## src/rtl/life_pkg.sv

```systemverilog
// Shared types and default grid constants for the Game-of-Life generation controller.
package life_pkg;

    localparam int unsigned N_COLS   = 400;
    localparam int unsigned N_ROWS   = 300;
    localparam int unsigned CELL_CNT = N_COLS * N_ROWS;
    localparam int unsigned STATE_W  = 3;

    typedef enum logic [STATE_W-1:0] {
        IDLE  = 3'd0,
        RUN   = 3'd1,
        PAUSE = 3'd2,
        STEP  = 3'd3,
        DRAIN = 3'd4,
        CLEAR = 3'd5
    } state_t;

    // One bit per button, highest priority first.
    typedef struct packed {
        logic clear;
        logic pause;
        logic start;
        logic step;
    } btn_edge_t;

    // Keep only the highest-priority edge: clear > pause > start > step.
    function automatic btn_edge_t edge_prio(input btn_edge_t e);
        btn_edge_t r;
        r = '0;
        if (e.clear) begin
            r.clear = 1'b1;
        end else if (e.pause) begin
            r.pause = 1'b1;
        end else if (e.start) begin
            r.start = 1'b1;
        end else if (e.step) begin
            r.step = 1'b1;
        end
        return r;
    endfunction

endpackage

```

## src/rtl/life_tick_gen.sv

```systemverilog
// Programmable evolution tick: period TICK_DIV >> speed_sel, counter held at zero when disabled.
module life_tick_gen #(
    parameter int unsigned TICK_DIV = 5000000
) (
    input  logic       clk,
    input  logic       reset_n,
    input  logic       en,
    input  logic [1:0] speed_sel,
    output logic       tick_c
);

    localparam int unsigned CNT_W = $clog2(TICK_DIV + 1);

    logic [CNT_W-1:0] cnt_q;
    logic [31:0]      period_c;
    logic [31:0]      limit_c;

    // Terminal count; >= so that a shorter period selected mid-count fires at once.
    assign period_c = 32'(TICK_DIV) >> speed_sel;
    assign limit_c  = (period_c == 32'd0) ? 32'd0 : (period_c - 32'd1);
    assign tick_c   = en && (32'(cnt_q) >= limit_c);

    // Cycle counter, cleared while disabled and on every tick.
    always_ff @(posedge clk or negedge reset_n) begin
        if (!reset_n) begin
            cnt_q <= '0;
        end else if (!en || tick_c) begin
            cnt_q <= '0;
        end else begin
            cnt_q <= cnt_q + CNT_W'(1);
        end
    end

endmodule

```

## src/rtl/life_gen_ctrl.sv

```systemverilog
// Generation controller: run/pause/step/clear, tick pacing, round handshake and buffer select.
module life_gen_ctrl #(
    parameter int unsigned ADDR_W   = 24,
    parameter int unsigned N_COLS   = life_pkg::N_COLS,
    parameter int unsigned N_ROWS   = life_pkg::N_ROWS,
    parameter int unsigned TICK_DIV = 5000000,
    parameter int unsigned GEN_W    = 16
) (
    input  logic              clk,
    input  logic              reset_n,
    input  logic              btn_start,
    input  logic              btn_pause,
    input  logic              btn_step,
    input  logic              btn_clear,
    input  logic [1:0]        speed_sel,
    input  logic              round_done,
    output logic              round_go,
    output logic              buf_sel,
    output logic              clear_we,
    output logic [ADDR_W-1:0] clear_addr,
    output logic [2:0]        state,
    output logic [GEN_W-1:0]  gen_count,
    output logic              overrun
);

    localparam int unsigned       SWEEP_LEN = N_COLS * N_ROWS;
    localparam logic [ADDR_W-1:0] LAST_ADDR = ADDR_W'(SWEEP_LEN - 1);

    life_pkg::state_t    state_q;
    life_pkg::state_t    state_nxt;
    life_pkg::btn_edge_t btn_q;
    life_pkg::btn_edge_t btn_now;
    life_pkg::btn_edge_t raw_edge_c;
    life_pkg::btn_edge_t edge_c;

    logic              busy_q;
    logic              busy_nxt;
    logic              go_nxt;
    logic              buf_nxt;
    logic              we_nxt;
    logic [ADDR_W-1:0] addr_nxt;
    logic [GEN_W-1:0]  gen_nxt;
    logic              ovr_nxt;
    logic              tick_c;
    logic              done_c;
    logic              busy_after_c;
    logic              run_en_c;

    // Rising-edge detect on the debounced levels, then priority filter.
    assign btn_now      = {btn_clear, btn_pause, btn_start, btn_step};
    assign raw_edge_c   = btn_now & ~btn_q;
    assign edge_c       = life_pkg::edge_prio(raw_edge_c);

    // A done only counts against an outstanding go; busy_after is busy as seen next cycle.
    assign done_c       = round_done & busy_q;
    assign busy_after_c = busy_q & ~round_done;
    assign run_en_c     = (state_q == life_pkg::RUN);
    assign state        = state_q;

    life_tick_gen #(
        .TICK_DIV (TICK_DIV)
    ) u_tick (
        .clk       (clk),
        .reset_n   (reset_n),
        .en        (run_en_c),
        .speed_sel (speed_sel),
        .tick_c    (tick_c)
    );

    // Next-state and next-output decode.
    always_comb begin
        state_nxt = state_q;
        busy_nxt  = busy_q;
        go_nxt    = 1'b0;
        buf_nxt   = buf_sel;
        gen_nxt   = gen_count;
        ovr_nxt   = overrun;
        we_nxt    = 1'b0;
        addr_nxt  = '0;

        if (done_c) begin
            busy_nxt = 1'b0;
            buf_nxt  = ~buf_sel;
            gen_nxt  = gen_count + GEN_W'(1);
        end

        case (state_q)
            life_pkg::IDLE: begin
                if (edge_c.clear) begin
                    state_nxt = life_pkg::CLEAR;
                    we_nxt    = 1'b1;
                end else if (edge_c.start) begin
                    state_nxt = life_pkg::RUN;
                end else if (edge_c.step) begin
                    state_nxt = life_pkg::STEP;
                    go_nxt    = 1'b1;
                    busy_nxt  = 1'b1;
                end
            end
            life_pkg::RUN: begin
                if (edge_c.clear) begin
                    if (busy_after_c) begin
                        state_nxt = life_pkg::DRAIN;
                    end else begin
                        state_nxt = life_pkg::CLEAR;
                        we_nxt    = 1'b1;
                    end
                end else if (edge_c.pause) begin
                    state_nxt = life_pkg::PAUSE;
                end else if (tick_c) begin
                    if (busy_q) begin
                        ovr_nxt  = 1'b1;
                    end else begin
                        go_nxt   = 1'b1;
                        busy_nxt = 1'b1;
                    end
                end
            end
            life_pkg::PAUSE: begin
                if (edge_c.clear) begin
                    if (busy_after_c) begin
                        state_nxt = life_pkg::DRAIN;
                    end else begin
                        state_nxt = life_pkg::CLEAR;
                        we_nxt    = 1'b1;
                    end
                end else if (edge_c.start) begin
                    state_nxt = life_pkg::RUN;
                end else if (edge_c.step && !busy_q) begin
                    state_nxt = life_pkg::STEP;
                    go_nxt    = 1'b1;
                    busy_nxt  = 1'b1;
                end
            end
            life_pkg::STEP: begin
                if (edge_c.clear) begin
                    if (busy_after_c) begin
                        state_nxt = life_pkg::DRAIN;
                    end else begin
                        state_nxt = life_pkg::CLEAR;
                        we_nxt    = 1'b1;
                    end
                end else if (done_c) begin
                    state_nxt = life_pkg::PAUSE;
                end
            end
            life_pkg::DRAIN: begin
                if (!busy_after_c) begin
                    state_nxt = life_pkg::CLEAR;
                    we_nxt    = 1'b1;
                end
            end
            life_pkg::CLEAR: begin
                if (clear_addr == LAST_ADDR) begin
                    state_nxt = life_pkg::IDLE;
                    busy_nxt  = 1'b0;
                    buf_nxt   = 1'b0;
                    gen_nxt   = '0;
                    ovr_nxt   = 1'b0;
                end else begin
                    we_nxt   = 1'b1;
                    addr_nxt = clear_addr + ADDR_W'(1);
                end
            end
            default: begin
                state_nxt = life_pkg::IDLE;
            end
        endcase
    end

    // FSM state register.
    always_ff @(posedge clk or negedge reset_n) begin
        if (!reset_n) begin
            state_q <= life_pkg::IDLE;
        end else begin
            state_q <= state_nxt;
        end
    end

    // Output, handshake and button-history registers.
    always_ff @(posedge clk or negedge reset_n) begin
        if (!reset_n) begin
            btn_q      <= '0;
            busy_q     <= 1'b0;
            round_go   <= 1'b0;
            buf_sel    <= 1'b0;
            gen_count  <= '0;
            overrun    <= 1'b0;
            clear_we   <= 1'b0;
            clear_addr <= '0;
        end else begin
            btn_q      <= btn_now;
            busy_q     <= busy_nxt;
            round_go   <= go_nxt;
            buf_sel    <= buf_nxt;
            gen_count  <= gen_nxt;
            overrun    <= ovr_nxt;
            clear_we   <= we_nxt;
            clear_addr <= addr_nxt;
        end
    end

endmodule

```

## config.mk

```make
export PLATFORM = sky130hd
export DESIGN_NAME = life_gen_ctrl
export DESIGN_NICKNAME = d
export VERILOG_FILES = /design/src/rtl/life_pkg.sv /design/src/rtl/life_tick_gen.sv /design/src/rtl/life_gen_ctrl.sv
export SDC_FILE = /design/constraint.sdc
export NUM_CORES = 1
export LEC_CHECK = 0
export BUFFER_PORTS_ARGS = -buffer_cell sky130_fd_sc_hd__buf_2
export CORE_MARGIN = 2
export CORE_UTILIZATION = 50
export DETAILED_ROUTE_END_ITERATION = 7
export GPL_TIMING_DRIVEN = 0
export PLACE_DENSITY = 0.77
export SLEW_MARGIN = 20
export SYNTH_ARGS = -nofsm -noshare
export SYNTH_HDL_FRONTEND = slang
export SYNTH_SLANG_ARGS = --single-unit
```

## constraint.sdc

```tcl
create_clock -name clk -period 2.6 [get_ports clk]
set_input_delay 0 -clock clk [delete_from_list [all_inputs] [get_ports clk]]
set_output_delay 0 -clock clk [all_outputs]
set_load 0.02 [all_outputs]
```

Word level (Yosys, flattened, before mapping)
Cells that the tools add are included.
{"block": "totals", "regBits": 75, "inputBits": 9, "out_inout_bits": 47, "elab_cells": 118}
{"block": "op_classes", "addsub": 4, "order_cmp": 1, "eq_ne": 16, "shifts": 1, "n_mux": 66, "bitwise_logic": 6, "reduce_logical": 11}
{"cell": "16-bit 2-to-1 mux", "n": 3}
{"cell": "24-bit 2-to-1 mux", "n": 2}
{"cell": "1-bit 2-to-1 mux", "n": 40}
{"cell": "3-bit 2-to-1 mux", "n": 13}
{"cell": "23-bit by 32-bit >= comparator with 1-bit output", "n": 1}
{"cell": "32-bit zero test", "n": 1}
{"cell": "32-bit 2-to-1 mux", "n": 1}
{"cell": "23-bit by 2-bit right shift with 32-bit output, first input constant", "n": 1}
{"cell": "32-bit by 1-bit subtractor with 32-bit output, second input constant", "n": 1}
{"cell": "24-bit by 1-bit adder with 24-bit output, second input constant", "n": 1}
{"cell": "24-bit by 17-bit == test with 1-bit output, second input constant", "n": 1}
{"cell": "23-bit by 1-bit adder with 23-bit output, second input constant", "n": 1}
{"cell": "23-bit 2-to-1 mux", "n": 1}
{"cell": "3-bit case mux with 6 select lines", "n": 1}
{"cell": "16-bit by 1-bit adder with 16-bit output, second input constant", "n": 1}
{"cell": "2-bit inequality test, second input constant", "n": 6}
{"cell": "6-bit AND reduction", "n": 2}
{"cell": "4-bit inequality test, second input constant", "n": 2}
{"cell": "1-bit case mux with 4 select lines", "n": 2}
{"cell": "3-bit by 2-bit == test with 1-bit output, second input constant", "n": 2}
{"cell": "3-bit == test, second input constant", "n": 2}
{"cell": "3-bit inequality test, second input constant", "n": 2}
{"cell": "4-bit bitwise AND", "n": 1}
{"cell": "4-bit NOT", "n": 1}
{"cell": "12 further kinds", "n": 16}

Longest topological paths before layout
Gate-level depths: netlist of run 1.
{"block": "logic_depth", "word_depth": 11, "depth_mapped": 15}

Hierarchy
From an unflattened synthesis of run 1, not the netlist that was laid out.
{"block": "hier_totals", "hier_cells": 451, "hier_area_um2": 4424.2}
{"mod": "life_gen_ctrl", "instances": 1, "cells_per_inst": 262, "area_each_um2": 2563.7}
{"mod": "life_tick_gen", "instances": 1, "cells_per_inst": 189, "area_each_um2": 1860.5}

Worst setup path after synthesis of run 1
Ideal clock, no wire load.
{"block": "synth_path", "path_kind": "input-to-reg", "startpoint": "input port speed_sel[0]", "endpoint": "register u_tick.cnt_q[10]", "setup_time_ns": 0.072, "arrival_time_ns": 2.420, "required_ns": 2.528, "path_slack_ns": 0.107, "path_stages": 15, "cell_sequence": "inv_1 > ha_1 > inv_1 > ha_1 > nor2b_1 > nand4_1 > xnor2_1 > ha_1 > a21oi_1 > nor2_1 > a211oi_1 > o211ai_1 > a2111o_1 > clkbuf_1 > nor2_1"}
{"block": "synth_between", "elab_chain_len": 7, "word_cells_on_any_way": 8}
{"item": "start: declaration", "line_no": "life_gen_ctrl.sv:15", "rtl": "input logic [1:0] speed_sel,"}
{"item": "23-bit by 2-bit right shift with 32-bit output *", "line_no": "life_tick_gen.sv:19", "rtl": "assign period_c = 32'(TICK_DIV) >> speed_sel;"}
{"item": "32-bit by 1-bit subtractor with 32-bit output / 32-bit zero test (equally long branches)", "line_no": "life_tick_gen.sv:20", "rtl": "assign limit_c = (period_c == 32'd0) ? 32'd0 : (period_c - 32'd1);"}
{"item": "32-bit 2-to-1 mux *", "line_no": "life_tick_gen.sv:20"}
{"item": "23-bit by 32-bit >= comparator with 1-bit output *", "line_no": "life_tick_gen.sv:21", "rtl": "assign tick_c = en && (32'(cnt_q) >= limit_c);"}
{"item": "1-bit logical AND *", "line_no": "life_tick_gen.sv:21"}
{"item": "1-bit logical OR *", "line_no": "life_tick_gen.sv:27", "rtl": "end else if (!en || tick_c) begin"}
{"item": "23-bit 2-to-1 mux *", "line_no": "life_tick_gen.sv:27"}
{"item": "end signal: assignment", "line_no": "life_tick_gen.sv:30", "rtl": "cnt_q <= cnt_q + CNT_W'(1);"}
{"item": "end: declaration", "line_no": "life_tick_gen.sv:14", "rtl": "logic [CNT_W-1:0] cnt_q;"}
Mark *: on every way between the ends. The rest lies on a longest branch, timed or not.
A chain may end at the register's enable or synchronous reset.

Final worst setup path of run 1
{"block": "layout_path", "startpoint": "input port speed_sel[0]", "endpoint": "register u_tick.cnt_q[21]"}
Same word-level chain as after synthesis.

==> impl_metrics.tcl, run 1 <==
set metrics [dict create \
    drt-total-wl_um 9560 \
    final_cell_mix "dfrtp_1 (75), nor2_1 (69), buf_2 (55)" \
    io_pins 56 \
    antenna_found_initial 0 \
    cts-root-buf "clkbuf_8" \
    final_common_cell "dfrtp_1" \
    vdd_drop_max_mv 0.393 \
    tightest_slew_ps 641 \
    synth_cell_types 45 \
    hold_viol 0 \
    seqCellArea_um2 1880 \
    multi_input_area_um2 2290 \
    ant_nets 0 \
    ctsLongestPathBuffers 2 \
    p_seq_frac 0.416 \
    reg2reg_slack_ps 140 \
    crit_fanout 6 \
    diodes 0 \
    powerDensity_nw_per_um2 645 \
    synth_top_area_cell "dfrtp_1" \
    critPathArrivalTime_ps 2770 \
    cp-startpoint "speed_sel[0]" \
    drc_errors 0 \
    port_buffers 55 \
    cts_made_buffers 9 \
    die_h_um 96.2 \
    grt_use_total 0.215 \
    synth_top_area_frac 0.442 \
    cts.sinks 75 \
    synthArstFlopShare 1.00 \
    fillerInstances 696 \
    power.switching_mw 1.18 \
    grt_first_pass_wirelength_um 15600 \
    firstDrtPassIters 4 \
    syn_avg_cell_area_um2 9.33 \
    cts_tree "built" \
    rr_worst_depth 8 \
    synth_edf_count 0 \
    max_freq_mhz 399 \
    ys.warnings.count 0 \
    period_minus_slack_ps 2510 \
    slew_headroom 0.569 \
    vias_per_cell 5.62 \
    post_drt_wl_per_cell_um 14.8 \
    areaGrowthSynthToFinish_pct 19.2 \
    syn_area_um2 4250 \
    clk_latency_ps 340 \
    comb_power_share 0.296 \
    switching_share 0.361 \
    final_cell_area_um2 5060 \
    criticalPathCategory "input pin to flip-flop" \
    ys_seq_area_frac 0.442 \
    clkSlewWorstSetupHoldPaths_ps 80 \
    p_leak_nw 2.36 \
    synthCells 455 \
    gp_congestion 0.884 \
    syn-num-nets 497 \
    finalCritPeriodShare 0.964 \
    nets 576 \
    crit-reg2reg-launch "u_tick.cnt_q[5]" \
    drive_above_1_share 0.184 \
    cp-start-kind "input pin" \
    die_w_um 96.2 \
    dr.first_iter.drc_count 183 \
    initial_utilization 0.517 \
    grt_max_degree 59 \
    core_area_um2 8220 \
    end_kind "flip-flop" \
    grt_pass1_vias 3414 \
    status "completed" \
    gr-total-overflow 0 \
    hpwl_um 6630 \
    finalSetupViolations 0 \
    finClkSkew_ps 13.5 \
    power.internal_mw 2.09 \
    cp_data_required_time_ps 2860 \
    synth_ff_type "dfrtp_1" \
    via_count 3618 \
    finalMaxSlewViolations 0 \
    max-cap-violations 0 \
    die_area_um2 9250 \
    clock_power_share 0.288 \
    yosys-top-cells-area "dfrtp_1 (44%), ha_1 (9.7%), xor2_1 (7.2%)" \
    final_util 0.616 \
    hp-class "input pin to asynchronous set/reset pin" \
    h-tree-depth 3 \
    rows 33 \
    place_area_um2 4680 \
    synth-seq-cells 75 \
]
-- path summary, 6_finish.rpt --
kind                                     to
max                        u_tick.cnt_q[21]
min                        u_tick.cnt_q[16]
max reg2reg                u_tick.cnt_q[21]
min reg2reg                   clear_addr[0]
max in group asynchronous          btn_q[0]
min in group clk                   btn_q[0]
-- timing repair --
item / CTS / global route
buffers inserted: 2 / 2
endpoints found under the hold margin: 80 / 0
setup endpoints to repair: 20 / 23
gates resized for setup: 4 / 24
hold buffers: 6 / 0
pin swaps: 3 / 6
cloned: 0 / 2
-- state kept, by name (all words and copies together), names as in the netlist --
register,count
buf_sel,1
u_tick.cnt_q,23
round_go,1
clear_we,1
btn_q,4
busy_q,1
gen_count,16
overrun,1
state,3
clear_addr,24
-- critical path, stage by stage --
cell and delay (ps):
clkbuf_4 150, ha_1 220, inv_2 80, ha_1 140
nor2b_2 140, nand4_1 110, xnor2_1 220, ha_1 280
a21oi_2 130, nor2_1 60, a211oi_2 190, o211ai_1 150
a2111o_1 590, buf_6 200, nor2_1 110
-- cells by family after synthesis --
kind of cell | after synthesis | share of synthesized area
other | 1 | 0.000883
AOI/OAI and AO/OA | 57 | 0.0875
adders and majority gates | 33 | 0.0972
DFF | 75 | 0.442
xor gates and xnor gates | 52 | 0.107
buffers and inverters | 29 | 0.0262
and+or+nand+nor | 208 | 0.239
-- Yosys cell counts, types with 2 or more instances --
library cell  number
and2_1             3
xor2_1            35
nor2_1            72
a211oi_1           3
nand2b_1           3
nand4_1           14
a21boi_0           2
and4_1             5
dfrtp_1           75
nand3_1           32
o31ai_1            2
o211ai_1           2
ha_1              33
o21ai_0           16
clkbuf_1          10
xnor2_1           17
nor4_1             3
and3_1            10
nor2b_1            6
a21oi_1           18
buf_2              2
a2111o_1           2
a21o_1             2
nand2_1           35
nor3_1             9
or3_1              9
a31oi_1            2
inv_1             16
-- power by group through the flow --
stage / registers [mW] / logic, mW / clock network (mW)
final: 1.36 / 0.966 / 0.941
after global routing: 1.37 / 1.06 / 1.02
after CTS: 1.36 / 0.883 / 0.960
after detailed placement: 1.38 / 0.844 / 0
after global placement: 1.37 / 0.816 / 0
after floorplan: 1.47 / 0.474 / 0
-- through the flow --
| step | hold slack (ps) | setup TNS (ps) | std cells | setup WS, ps | power (mW) |
|---|---|---|---|---|---|
| finish | 91.0 | 0 | 644 | 94.4 | 3.26 |
| global route | 94.7 | -169 | 644 | -18.5 | 3.46 |
| CTS | 84.8 | -27.1 | 640 | -11.2 | 3.20 |
| detailed placement | -101 | -11570 | 616 | -574 | 2.22 |
| global placement | 123 | -9790 | 615 | -493 | 2.19 |
| floorplan | -296 | 0 | 455 | 107 | 1.94 |
-- cell type report --
type,instances,share of cell area
multi-input combinational,351,0.453
inverter,16,0.0124
clock inverter,6,0.0143
buffer,13,0.0131
clock buffer,10,0.0272
sequential,75,0.371
tap,105,0.0260
timing repair buffer,68,0.0831
-- layer usage --
metal | vias up | global-route usage | wire (um)
li1 | 1739 | - | -
met1 | 1744 | 0.290 | 4390
met2 | 117 | 0.341 | 4510
met3 | 18 | 0.0415 | 491
met4 | 0 | 0.0869 | 162
met5 | - | 0 | 0
(Power assumes the default switching activity.)
==> inputs of run 2 (changes only) <==
--- a/config.mk
+++ b/config.mk
@@ -5,12 +5,13 @@
 export SDC_FILE = /design/constraint.sdc
 export NUM_CORES = 1
 export LEC_CHECK = 0
+export ABC_AREA = 1
 export BUFFER_PORTS_ARGS = -buffer_cell sky130_fd_sc_hd__buf_2
 export CORE_MARGIN = 2
 export CORE_UTILIZATION = 50
 export DETAILED_ROUTE_END_ITERATION = 7
 export GPL_TIMING_DRIVEN = 0
-export PLACE_DENSITY = 0.77
+export PLACE_DENSITY = 0.76
 export SLEW_MARGIN = 20
 export SYNTH_ARGS = -nofsm -noshare
 export SYNTH_HDL_FRONTEND = slang
==> impl_metrics.tcl, run 2 <==
set metrics [dict create \
    cp_cell_sequence "buf_2 > inv_1 > ha_1 > inv_1 > nand2_1 > nor2_1 > xor2_1 > ha_1 > nand2_1 > nand2_1 > nand2_1 > a21oi_1 > nor2_1 > nand2_1 > nand2_1 > nand2_1 > nor2_4 > inv_2 > buf_4 > nor2_1" \
    finClkSkew_ps 9.36 \
    hpwl_um 7540 \
    port_buffers 55 \
    max-cap-violations 0 \
    ys_seq_area_frac 0.407 \
    synth_simple_gate_area_frac 0.311 \
    synth-seq-cells 75 \
    hold_viol 0 \
    grt_use_total 0.209 \
    largest_register_ffs 24 \
    gr-total-overflow 0 \
    gp_congestion 0.902 \
    ctsLongestPathBuffers 2 \
    post_synth_fa_ha_maj_area_fraction 0.0896 \
    ant_nets 0 \
    drt-total-wl_um 9860 \
    final_cell_mix "nand2_1 (114), nor2_1 (94), dfrtp_1 (75)" \
    grt_max_degree 49 \
    die_area_um2 10000 \
    cpPeakStageDelay_ps 360 \
    finalSetupViolations 0 \
    diodes 0 \
    cts_setup_buffers 0 \
    vias_per_cell 5.20 \
    power.internal_mw 2.12 \
    grt_first_pass_wirelength_um 17100 \
    cp-start-kind "input pin" \
    place_area_um2 5050 \
    ctsResizeCount 0 \
    synth_xor_area_frac 0.0513 \
    yosys-top-cells-area "dfrtp_1 (41%), nand2_1 (9.3%), ha_1 (9.0%)" \
    initial_utilization 0.508 \
    period_minus_slack_ps 2380 \
    synth_ff_type "dfrtp_1" \
    io_pins 56 \
    path_delay_family "simple AND/OR/NAND/NOR gates" \
    drive_above_1_share 0.166 \
    dr.first_iter.drc_count 219 \
    die_h_um 100 \
    antenna_found_initial 0 \
    crit_path_frequent_cell "nand2_1" \
    firstDrtPassIters 4 \
    cts-root-buf "clkbuf_8" \
    cts.sinks 75 \
    cp_data_required_time_ps 2880 \
    final_cell_area_um2 5310 \
    die_w_um 100 \
    synth-compound-area-share 0.0723 \
    vdd_drop_max_mv 0.485 \
    switching_share 0.364 \
    post_drt_wl_per_cell_um 12.8 \
    powerDensity_nw_per_um2 628 \
    clk_latency_ps 350 \
    nets 699 \
    synthCells 585 \
    regMostFlops "clear_addr" \
    areaGrowthSynthToFinish_pct 15.3 \
    slowest_stage "ha_1" \
    post-place-ws_ps -85.9 \
    synth_top_area_frac 0.407 \
    clkSlewWorstSetupHoldPaths_ps 80 \
    synth_top_area_cell "dfrtp_1" \
    final_common_cell "nand2_1" \
    worst_slack_ps 225 \
    status "completed" \
    synth_cell_types 40 \
    synth.area.mux_share 0 \
    drc_errors 0 \
    hp-class "input pin to flip-flop" \
    finalMaxSlewViolations 0 \
    end_kind "flip-flop" \
    syn-num-nets 627 \
    via_count 4017 \
    h-tree-depth 3 \
    synth_top_family_by_area "simple AND/OR/NAND/NOR gates" \
    power_mw 3.34 \
    synth_edf_count 0 \
    syn_avg_cell_area_um2 7.87 \
    criticalPathCategory "input pin to flip-flop" \
    p_leak_nw 2.68 \
    grt_pass1_vias 3850 \
    rows 35 \
    cts_tree "built" \
    rsz0062_at_grt "false" \
    comb_power_share 0.292 \
    reg_top3 "clear_addr x24, u_tick.cnt_q x23, gen_count x16" \
    syn_area_um2 4610 \
    synth.most_common_cell "nand2_1" \
    finalCritPeriodShare 0.914 \
    ys.warnings.count 0 \
    synthArstFlopShare 1.00 \
    synth_common_cells "nand2_1 (114), nor2_1 (94), dfrtp_1 (75)" \
    power.switching_mw 1.21 \
    hold_buffers 5 \
    max_freq_mhz 421 \
    crit_fanout 10 \
    critPathArrivalTime_ps 2650 \
    p_seq_frac 0.427 \
    clock_power_share 0.282 \
    core_area_um2 9060 \
    cts_made_buffers 9 \
    worst-path-buf-inv 5 \
]
[run 2: cell count changes in the layout (fill, tap and decap cells not counted), moves of 5 or more]
| cell | change |
|---|---|
| a21oi_1 | +14 |
| and3_1 | -10 |
| and4_1 | -5 |
| clkbuf_1 | -6 |
| inv_1 | +58 |
| nand2_1 | +79 |
| nand2_2 | +7 |
| nor2_1 | +25 |
| nor2b_1 | -5 |
| nor3_1 | +8 |
| or3_1 | -9 |
| xnor2_1 | -6 |
| xor2_1 | -19 |
[run 2: worst reg2reg max path: stages, from the launching register on]
cell and delay [ps]:
dfrtp_1 400, ha_1 260, nand3_1 150, inv_1 150
nand2_1 90, nor2_1 210, nor3b_2 440, inv_1 220
nand3_1 120, inv_1 40
[run 2: layout make-up]
class,count,area (um2)
multi-input combinational,430,2420
fill,811,3750
buffer,5,27.5
tap,111,139
clock buffer,12,165
inverter,75,282
timing repair buffer,61,355
clock inverter,4,47.5
sequential,75,1880
[run 2: power by group through the flow]
stage               logic, mW  registers [mW]  clock network [mW]
floorplan               0.566            1.53                   0
global placement        0.936            1.43                   0
detailed placement      0.965            1.44                   0
CTS                     0.974            1.42               0.963
global route             1.11            1.44                1.01
finish                  0.974            1.42               0.940
[run 2: logic make-up (layout without fill, tap and decap cells)]
group / after synthesis / count (layout)
adder cells (fa/ha/maj): 33 / 33
buffers and inverters: 80 / 157
AND/OR/NAND/NOR: 309 / 309
XOR/XNOR: 27 / 27
other: 1 / 1
flip-flops: 75 / 75
AO/OA/AOI/OAI: 60 / 60
[run 2: path summary, 6_finish.rpt]
| path | startpoint | to | slack (ps) | cells past startpoint |
|---|---|---|---|---|
| min reg2reg | u_tick.cnt_q[0] | u_tick.cnt_q[0] | 500 | 1 |
| min in group asynchronous | reset_n | u_tick.cnt_q[2] | 110 | 2 |
| min | round_done | gen_count[1] | 60 | 4 |
| max reg2reg | clear_addr[0] | gen_count[4] | 420 | 9 |
| max | speed_sel[1] | u_tick.cnt_q[19] | 220 | 20 |
| max in group asynchronous | reset_n | gen_count[15] | 1930 | 3 |
[run 2: through the flow]
step / hold WS [ps] / setup TNS (ps) / cells / util
floorplan: -296 / 0 / 585 / -
global placement: 122 / -295 / 751 / 0.554
detailed placement: -44.8 / -734 / 752 / 0.557
CTS: 46.0 / 0 / 773 / 0.586
global route: 68.2 / 0 / 773 / 0.586
finish: 56.1 / 0 / 773 / 0.586
[run 2: routing by layer]
metal	global-route usage	part of all wire
met1	0.282	0.47
met2	0.344	0.48
met3	0.0383	0.045
met4	0.0653	0.012
met5	0	0
